## src/rtl/usrt_tx_pkg.sv

```systemverilog
// Shared definitions for the USRT transmitter and receiver.
// Holds the default status codes, the idle line level, the frame geometry
// (3 bytes of 10 bit-slots: start, 8 data MSB first, stop), the transmit
// FSM state type and the byte-selection helper.
package usrt_tx_pkg;

    localparam logic [7:0] ERR_CODE_DEF = 8'hEE;
    localparam logic [7:0] OK_CODE_DEF  = 8'h00;
    localparam logic       IDLE_LEVEL   = 1'b1;
    localparam logic       START_LEVEL  = 1'b0;
    localparam logic       STOP_LEVEL   = 1'b1;

    localparam int unsigned FRAME_BYTES = 3;
    localparam logic [1:0]  LAST_BYTE   = 2'(FRAME_BYTES - 1);
    localparam logic [2:0]  LAST_BIT    = 3'd7;

    typedef enum logic [1:0] {
        S_IDLE,
        S_START,
        S_DATA,
        S_STOP
    } tx_state_t;

    // Byte order on the line: status, result high byte, result low byte.
    function automatic logic [7:0] select_byte(
        input logic [1:0]  idx,
        input logic [15:0] data,
        input logic [7:0]  status
    );
        logic [7:0] sel;
        case (idx)
            2'd0:    sel = status;
            2'd1:    sel = data[15:8];
            default: sel = data[7:0];
        endcase
        return sel;
    endfunction

endpackage

```

## src/rtl/usrt_edge.sv

```systemverilog
// Two-flop synchroniser plus falling-edge detector for the host USRT clock.
// The host clock is treated as data in the clk16M domain.
//   clk16M : system clock, rising edge
//   rst    : synchronous active-high reset (flops preset to 1 = idle clock)
//   in     : asynchronous input to synchronise
//   fall   : one-cycle pulse when the synchronised input goes 1 -> 0
module usrt_edge (
    input  logic clk16M,
    input  logic rst,
    input  logic in,
    output logic fall
);

    logic [1:0] sync_q;
    logic       prev_q;

    always_ff @(posedge clk16M) begin
        if (rst) begin
            sync_q <= '1;
            prev_q <= 1'b1;
        end else begin
            sync_q <= {sync_q[0], in};
            prev_q <= sync_q[1];
        end
    end

    assign fall = prev_q & ~sync_q[1];

endmodule

```

## src/rtl/usrt_tx.sv

```systemverilog
// USRT response transmitter. On an accepted strt it latches the result word
// and error flag, then shifts out a 3-byte frame (status, data high, data low)
// clocked by falling edges of the host-driven usrt_clk.
//   clk16M   : system clock
//   rst      : synchronous active-high reset, aborts any frame
//   usrt_clk : host USRT clock, sampled as data
//   strt     : one-cycle start pulse, honoured only when idle
//   data_in  : 16-bit result word
//   err      : error flag, selects ERR_CODE / OK_CODE status byte
//   miso     : registered TX line, idles high
//   busy     : high while a frame is in progress
//   rdy      : one-cycle pulse at frame completion
module usrt_tx
    import usrt_tx_pkg::*;
#(
    parameter logic [7:0] ERR_CODE = ERR_CODE_DEF,
    parameter logic [7:0] OK_CODE  = OK_CODE_DEF
) (
    input  logic        clk16M,
    input  logic        rst,
    input  logic        usrt_clk,
    input  logic        strt,
    input  logic [15:0] data_in,
    input  logic        err,
    output logic        miso,
    output logic        busy,
    output logic        rdy
);

    logic       fall_tick;

    tx_state_t  state_q, state_d;
    logic [1:0] byte_q,  byte_d;
    logic [2:0] bit_q,   bit_d;
    logic [7:0] shreg_q, shreg_d;
    logic [15:0] data_q, data_d;
    logic       err_q,   err_d;
    logic       pend_q,  pend_d;
    logic       miso_q,  miso_d;
    logic       busy_q,  busy_d;
    logic       rdy_q,   rdy_d;
    logic [7:0] cur_byte;

    usrt_edge u_edge (
        .clk16M (clk16M),
        .rst    (rst),
        .in     (usrt_clk),
        .fall   (fall_tick)
    );

    // State names the slot currently on the line. START is entered with the
    // start bit still pending (line high); the first fall_tick drives it,
    // and the next one ends it and drives data bit 7 from the freshly
    // selected byte while loading the remaining bits into the shifter.
    always_comb begin
        state_d  = state_q;
        byte_d   = byte_q;
        bit_d    = bit_q;
        shreg_d  = shreg_q;
        data_d   = data_q;
        err_d    = err_q;
        pend_d   = pend_q;
        miso_d   = miso_q;
        rdy_d    = 1'b0;
        cur_byte = select_byte(byte_q, data_q, err_q ? ERR_CODE : OK_CODE);

        case (state_q)
            S_IDLE: begin
                miso_d = IDLE_LEVEL;
                if (strt) begin
                    data_d  = data_in;
                    err_d   = err;
                    byte_d  = '0;
                    bit_d   = '0;
                    pend_d  = 1'b1;
                    state_d = S_START;
                end
            end
            S_START: begin
                if (fall_tick) begin
                    if (pend_q) begin
                        miso_d = START_LEVEL;
                        pend_d = 1'b0;
                    end else begin
                        miso_d  = cur_byte[7];
                        shreg_d = {cur_byte[6:0], 1'b0};
                        bit_d   = '0;
                        state_d = S_DATA;
                    end
                end
            end
            S_DATA: begin
                if (fall_tick) begin
                    if (bit_q == LAST_BIT) begin
                        miso_d  = STOP_LEVEL;
                        state_d = S_STOP;
                    end else begin
                        miso_d  = shreg_q[7];
                        shreg_d = {shreg_q[6:0], 1'b0};
                        bit_d   = bit_q + 3'd1;
                    end
                end
            end
            S_STOP: begin
                if (fall_tick) begin
                    if (byte_q == LAST_BYTE) begin
                        miso_d  = IDLE_LEVEL;
                        byte_d  = '0;
                        rdy_d   = 1'b1;
                        state_d = S_IDLE;
                    end else begin
                        // Next start bit follows the stop bit with no gap.
                        miso_d  = START_LEVEL;
                        byte_d  = byte_q + 2'd1;
                        state_d = S_START;
                    end
                end
            end
            default: begin
                miso_d  = IDLE_LEVEL;
                state_d = S_IDLE;
            end
        endcase

        busy_d = (state_d != S_IDLE);
    end

    always_ff @(posedge clk16M) begin
        if (rst) begin
            state_q <= S_IDLE;
            byte_q  <= '0;
            bit_q   <= '0;
            shreg_q <= '0;
            data_q  <= '0;
            err_q   <= 1'b0;
            pend_q  <= 1'b0;
            miso_q  <= IDLE_LEVEL;
            busy_q  <= 1'b0;
            rdy_q   <= 1'b0;
        end else begin
            state_q <= state_d;
            byte_q  <= byte_d;
            bit_q   <= bit_d;
            shreg_q <= shreg_d;
            data_q  <= data_d;
            err_q   <= err_d;
            pend_q  <= pend_d;
            miso_q  <= miso_d;
            busy_q  <= busy_d;
            rdy_q   <= rdy_d;
        end
    end

    assign miso = miso_q;
    assign busy = busy_q;
    assign rdy  = rdy_q;

endmodule

```

## config.mk

```make
export PLATFORM = sky130hd
export DESIGN_NAME = usrt_tx
export DESIGN_NICKNAME = d
export VERILOG_FILES = /design/src/rtl/usrt_tx_pkg.sv /design/src/rtl/usrt_edge.sv /design/src/rtl/usrt_tx.sv
export SDC_FILE = /design/constraint.sdc
export NUM_CORES = 1
export LEC_CHECK = 0
export CORE_ASPECT_RATIO = 1.1
export CORE_MARGIN = 5
export CORE_UTILIZATION = 46
export DETAILED_ROUTE_END_ITERATION = 16
export PLACE_DENSITY = 0.73
export RECOVER_POWER = 100
export SLEW_MARGIN = 30
export SYNTH_ARGS = -nofsm -noshare
export SYNTH_HDL_FRONTEND = slang
export SYNTH_HIERARCHICAL = 1
export SYNTH_SLANG_ARGS = --single-unit
```

## constraint.sdc

```tcl
create_clock -name clk16M -period 3.9 [get_ports clk16M]
set_clock_uncertainty 0.2 [all_clocks]
set_input_delay 0.975 -clock clk16M [delete_from_list [all_inputs] [get_ports clk16M]]
set_output_delay 0.975 -clock clk16M [all_outputs]
set_load 0.02 [all_outputs]
```

* Word-level counts from Yosys, hierarchy flattened
Cells that the tools add are included.
** Word-level totals
- Register bits after elaboration :: 39
- Input bits :: 21
- Logic and storage cells :: 79
** Cells by class
- $add $sub $neg :: 2
- Equal/unequal tests :: 12
- Reduce and logical (&&, ||, !) cells :: 14
- Bitwise gates (word level) :: 4
- Mux-type cells :: 35
** Operators with widths (number)
- 8-bit 2-to-1 mux :: 5
- 8-bit case mux with 2 select lines :: 2
- 2-bit 2-to-1 mux :: 9
- 3-bit 2-to-1 mux :: 5
- 2-bit != test (second input constant) :: 6
- 1-bit 2-to-1 mux :: 9
- 3-bit case mux with 3 select lines :: 1
- 3-bit AND reduction :: 3
- 2-bit case mux with 4 select lines :: 1
- 2-bit nonzero test :: 4
- 2-bit == test (second input constant) :: 3
- 6-bit AND reduction :: 1
- 5-bit AND reduction :: 1
- 2-bit by 1-bit == test with 1-bit output (second input constant) :: 2
- 2-bit zero test :: 2
- 1-bit case mux with 4 select lines :: 1
- 2-bit case mux with 2 select lines :: 1
- 3-bit by 1-bit adder with 3-bit output (second input constant) :: 1
- 3-bit == test (second input constant) :: 1
- 1-bit NOT :: 3
- 3-bit nonzero test :: 1
- 3-bit OR reduction :: 1
- 2-bit by 1-bit adder with 2-bit output (second input constant) :: 1
- 1-bit case mux with 2 select lines :: 1
- other kinds (2) :: 2

* Depth between registers and ports, before layout
- Word-level depth :: 5
- Depth in mapped cells :: 6
- Depth with buffers taken out :: 5

* By module
Netlist, hierarchy kept.
** Modules (own cells, without submodules)
- usrt_tx :: cells each 189, area each 1595.3 um2, instances 1
- usrt_edge :: cells each 7, area each 85.1 um2, instances 1

* Least setup slack after synthesis
OpenSTA, ideal clock, no wires.
- Kind :: input -> register
- Start point :: input strt
- End point :: register bit_q[2]
- Arrival :: 1.801 ns
- Stages :: 4
- Required time :: 3.568 ns
- Slack :: 1.767 ns
- Path buffers :: 1
- Setup time :: 0.132 ns
- Cell sequence :: or3b_2 clkbuf_1 nand4_1 a21oi_1
** Between the ends
- Cells in the longest elaborated chain, start to end :: 2
** Ends and longest elaborated chain
- start: declaration :: RTL line usrt_tx.sv:22 : input logic strt,
- 2-bit != test (no line)
- 6-bit AND reduction (no line)
- end signal: assignment :: RTL line usrt_tx.sv:143 : bit_q <= bit_d;
- end: declaration :: RTL line usrt_tx.sv:34 : logic [2:0] bit_q, bit_d;
Every way passes these cells.
A chain may end at the register's enable or synchronous reset.

* Worst setup path after layout
- Start point :: input strt
- End point :: register bit_q[1]
Same word-level chain as after synthesis.

==> flow_metrics.tcl <==
set metrics [dict create \
    ant_nets 0 \
    syn_nets 219 \
    die_h_um 73.4 \
    final_nets 237 \
    startpoint_type "input pin" \
    setup_viol 0 \
    final-hold-violation-count 0 \
    crit_start "strt" \
    worstPathMaxFanout 19 \
    cts_tree "done" \
    relSlewSlack 0.223 \
    endpoint_kind "flop" \
    dieArea_um2 4960 \
    portBuffers 23 \
    drt-initial-drc-count 110 \
    h-tree-depth 2 \
    r2r_end "shreg_q[1]" \
    clock-sinks 38 \
    antenna-diode-count 0 \
    path_class "in2reg" \
    rsz0062_at_grt "false" \
    cts_buffers 5 \
    rrSetupSlack_ns 1.69 \
    critical_path_required_ns 3.92 \
    tightest_slew_ns 1.16 \
    avgSynthCellArea_um2 8.57 \
    synth-edff-count 0 \
    cts_resized 0 \
    yosys_most_used_dff "dfxtp_1" \
    clockRootBuffer "clkbuf_8" \
    core_area_um2 3600 \
    antenna_found_initial 0 \
    layout_commonest_cell "nand2_1" \
    drc 0 \
    drive_above_1_share 0.0605 \
    gp_congestion 0.813 \
    total_power_uw 778 \
    clk_pin_slew_ns 0.08 \
    clock.fmax_mhz 348 \
    crit_end "bit_q[1]" \
    firstDrtPassIters 4 \
    grt_usage 0.163 \
    async_reset_ff_frac 0 \
    grt_pass1_wl_mm 6.07 \
    wire_per_inst_um 13.4 \
    grt_max_degree 28 \
    cp.arrival_ns 2.90 \
    yosysSeqAreaShare 0.453 \
    synthDistinctLibCells 39 \
    netlist_instances 196 \
    synth_top_area_cell "dfxtp_1" \
    rr_worst_depth 4 \
    max_cap_viol_count 0 \
    ys_ff_latch 38 \
    period_needed_ns 2.87 \
    viasPerCell 5.37 \
    min_period_over_period 0.737 \
    cts_buffer_depth 2 \
    wirelength_mm 3.56 \
    final_cell_mix "nand2_1 (42), dfxtp_1 (38), a21oi_1 (29)" \
    place_hpwl_mm 2.48 \
    overflow 0 \
    initial_utilization 0.467 \
    routed-via-count 1422 \
    outcome "finished, final reports clean" \
    die_w_um 67.6 \
    rows 23 \
    finalMaxSlewViolations 0 \
    grt_pass1_vias 1387 \
    synth_top_area_frac 0.453 \
    synth_area_leaders "dfxtp_1 (45%), nand2_1 (9.4%), a21oi_1 (8.6%), a32o_1 (3.0%), nand4_1 (3.0%)" \
    netlist_area_um2 1680 \
    cts_setup_buffers 0 \
    powerDensity_nw_per_um2 388 \
    finalSetupTns_ns 0 \
    min_path_type "reg2reg" \
    yosysWarnings 6 \
    synthToLayoutAreaGrowth_pct 19.2 \
    ir_drop_mv 0.211 \
    cts_hold_buf 0 \
    clk-insertion-delay-late_ns 0.30 \
    p_leak_nw 0.725 \
    pin_count 24 \
    r2r-start "u_edge/prev_q" \
]
==> worst max-delay path: stages <==
cell,delay (ns)
dlygate4sd3_1,0.57
nor3b_2,0.93
o311ai_0,0.23
a21oi_1,0.18
==> synthesized netlist by cell type, types with 3 or more instances <==
master,number
nand2_1,42
dfxtp_1,38
a21oi_1,29
clkbuf_1,8
nand4_1,8
a21o_1,5
a32o_1,5
nand3b_1,5
inv_1,4
nand2b_1,4
nand3_1,4
nor2b_1,4
buf_4,3
or2_1,3
==> through the flow <==
| step | area (um^2) | utilization | std cells | setup WS (ns) | hold slack [ns] |
|---|---|---|---|---|---|
| floorplan | 1680 | - | 196 | 1.77 | 0.185 |
| global placement | 1920 | 0.533 | 257 | 1.16 | 0.191 |
| detailed placement | 1920 | 0.533 | 257 | 1.08 | 0.197 |
| CTS | 2010 | 0.560 | 265 | 1.38 | 0.216 |
| global route | 2000 | 0.557 | 265 | 0.880 | 0.223 |
| finish | 2000 | 0.557 | 265 | 1.03 | 0.212 |
==> sequential cells by signal, indices dropped and copies added, names as in the netlist <==
register,flops
u_edge/sync_q,2
shreg_q,7
state_q,2
bit_q,3
miso,1
busy,1
u_edge/prev_q,1
pend_q,1
rdy,1
byte_q,2
data_q,16
err_q,1
==> cell families (layout without fill, tap and decap cells) <==
family / count (synthesis) / count (layout) / synth area share
simple gates: 88 / 88 / 0.290
flops: 38 / 38 / 0.453
buf+inv: 17 / 36 / 0.0462
fa+ha+maj: 2 / 2 / 0.0149
compound gates: 51 / 51 / 0.196
==> power by group <==
group / internal (mW) / leakage, nW / switching, mW
clock: 0.142 / 0.0472 / 0.143
sequential: 0.404 / 0.310 / 0.0114
combinational: 0.0390 / 0.368 / 0.0392
==> how the worst min path moves through the flow <==
stage                      from                to  slack, ns  cells after the start
2_1_floorplan  u_edge/sync_q[0]  u_edge/sync_q[1]       0.19                      1
3_3_place_gp   u_edge/sync_q[0]  u_edge/sync_q[1]       0.19                      1
3_5_place_dp   u_edge/sync_q[0]  u_edge/sync_q[1]       0.20                      1
4_1_cts        u_edge/sync_q[0]  u_edge/sync_q[1]       0.22                      1
5_1_grt        u_edge/sync_q[0]  u_edge/sync_q[1]       0.22                      1
6_report       u_edge/sync_q[0]  u_edge/sync_q[1]       0.21                      1
==> metal layers <==
layer | global-route usage | share of wire | vias to the layer above
met3 | 0.0581 | 0.058 | 11
met5 | 0 | 0 | -
li1 | - | - | 737
met4 | 0.0743 | 0.024 | 0
met1 | 0.195 | 0.45 | 640
met2 | 0.259 | 0.47 | 34
==> cell type report <==
| cell class | instances | area, um^2 |
|---|---|---|
| Fill cell | 365 | 1590 |
| Multi-Input combinational cell | 141 | 836 |
| Sequential cell | 38 | 761 |
| Timing Repair Buffer | 24 | 234 |
| Clock buffer | 6 | 82.6 |
| Tap cell | 50 | 62.6 |
| Inverter | 4 | 15.0 |
| Clock inverter | 2 | 12.5 |
No activity file was read; power rests on OpenSTA's default activity.
==> variant, RTL diff (same flow settings) <==
The 4 states of `tx_state_t` get a one-hot encoding in 4 bits.
--- a/src/rtl/usrt_tx_pkg.sv
+++ b/src/rtl/usrt_tx_pkg.sv
@@ -14,11 +14,11 @@
     localparam logic [1:0]  LAST_BYTE   = 2'(FRAME_BYTES - 1);
     localparam logic [2:0]  LAST_BIT    = 3'd7;
 
-    typedef enum logic [1:0] {
-        S_IDLE,
-        S_START,
-        S_DATA,
-        S_STOP
+    typedef enum logic [3:0] {
+        S_IDLE  = 4'b0001,
+        S_START = 4'b0010,
+        S_DATA  = 4'b0100,
+        S_STOP  = 4'b1000
     } tx_state_t;
 
     // Byte order on the line: status, result high byte, result low byte.
Function: no difference found for any inputs over 10 cycles, from zero or initial values and one cycle with rst high; not proved beyond that.
==> variant against the unedited design <==
  * Critical path depth fell by 1
  * Wire length rose by 5.7%
  * Worst hold slack improved by 3.3 ps
  * Worst setup slack improved by 140 ps
  * Power rose by 11%
  * Design area rose by 5.7%
  * Area after synthesis rose by 7.9%
  * Sequential cell count rose by 2
  * Count of clock-buffer cells in the layout rose by 2
  * Sequential share of layout area fell by 0.15 points
==> variant: results (changes against the unedited design) <==
| Metric | Value |
|---|---|
| Count of cell types in the netlist | 36 (-7.7%) |
| XOR/XNOR share of the synthesized area | 0.4831% (+0.48 points) |
| Gr usage total | 15.21% (-1.1 points) |
| Starting DRT DRC Count | 119 (+8.2%) |
| Post-synth top cells | nand2_1, dfxtp_1, a21oi_1 |
| CP max stage delay | 1040 ps (+110 ps) |
| Ant diodes | 0 (unchanged) |
| Reg-to-reg setup timing slack | 1590 ps (-100 ps) |
| Post-synthesis mux area share | 0% (unchanged) |
| Routability congestion estimate from global placement | 0.7933 (-2.4%) |
| P&R area growth vs syn | 16.77% |
| Syn Nets | 248 (+13%) |
| Routed vias/inst | 5.410 (+0.83%) |
| Layout cells sized above 1 | 4.622% (-1.4 points) |
| Largest net degree at the start of global routing | 24 (-14%) |
| Filler cells | 378 (+3.6%) |
| Largest registers | data_q (16), shreg_q (7), state_q (4) |
| Ys flop type | dfxtp_1 |
| Largest fanout on the critical path | 21 (+2) |
| Largest cells by area after synthesis | dfxtp_1, nand2_1, a21oi_1 |
| Launch point of the worst path | rst |
| Crit path arrival time | 2680 ps (-220 ps) |
| Vias in the first global route | 1491 (+7.5%) |
| Async SR Flop Fraction | 0% (unchanged) |
| Seq/Total Area, Yosys | 44.17% (-1.1 points) |
| Pre-CTS setup slack | 1163 ps (+82.00 ps) |
| Total wire length | 3758 um (+5.7%) |
| Fin nets | 260 (+9.7%) |
| Post-Synth Adder-Cell Area | 1.380% (-0.11 points) |
| Maximum root-to-sink buffer count | 2 (unchanged) |
| Outcome | completed |
| Compound-Gate Fraction of Synth Area | 22.08% (+2.5 points) |
| Leak | 0.7814 nW (+7.7%) |
| DP HPWL | 2581 um (+3.9%) |
| Worst slew pin tran | 780.5 ps (-380.0 ps) |
variant: cell type report:
type,instances,area (um^2),share of cell area [%]
clock buffer,8,90.09,4.255
inverter,9,33.78,1.596
multi-input combinational,156,885.9,41.84
sequential,40,800.8,37.83
tap,52,65.06,3.073
timing repair buffer,25,241.5,11.41
variant: cell families after synthesis:
| logic type | after synthesis |
|---|---|
| AO/OA/AOI/OAI | 63 |
| buffers and inverters | 29 |
| AND/OR/NAND/NOR | 90 |
| adder cells (fa/ha/maj) | 2 |
| XOR/XNOR | 1 |
| flip-flops | 40 |
variant: final timing paths:
path	end	depth (start not counted)
worst max register to register	bit_q[0]	4
worst max-delay path	data_q[6]	3
worst min register to register	u_edge/sync_q[1]	1
worst min-delay path	u_edge/sync_q[1]	1
variant: power breakdown:
part           total [mW]  switching [mW]  leakage, nW  internal (mW)
registers           0.458          0.0224        0.326          0.435
clock network       0.281           0.137       0.0455          0.144
logic               0.128          0.0703        0.410         0.0576
total               0.867           0.230        0.781          0.637
variant: routing by layer:
| metal | vias up | part of all wire [%] | GRT usage, % | wire length (um) |
|---|---|---|---|---|
| li1 | 803 | - | - | - |
| met1 | 724 | 43 | 15.14 | 1611 |
| met2 | 36 | 50 | 28.86 | 1866 |
| met3 | 6 | 5.3 | 4.617 | 198 |
| met4 | 0 | 2.2 | 8.298 | 83 |
| met5 | - | 0 | 0 | 0 |
variant: worst reg2reg max path, delay by kind of cell (launching register included):
| family | cells | cell delay, ps |
|---|---|---|
| compound gates | 2 | 640 |
| simple gates | 2 | 1090 |
| flops | 1 | 320 |
variant: per-stage QoR:
step | instances | util [%] | hold slack (ps) | cell area (um^2)
2_1_floorplan | 225 | - | 185.4 | 1813
3_3_place_gp | 282 | 52.02 | 188.1 | 2031
3_5_place_dp | 282 | 52.02 | 195.5 | 2031
4_1_cts | 290 | 54.33 | 212.4 | 2121
5_1_grt | 290 | 54.23 | 247.5 | 2117
6_report | 290 | 54.23 | 215.6 | 2117
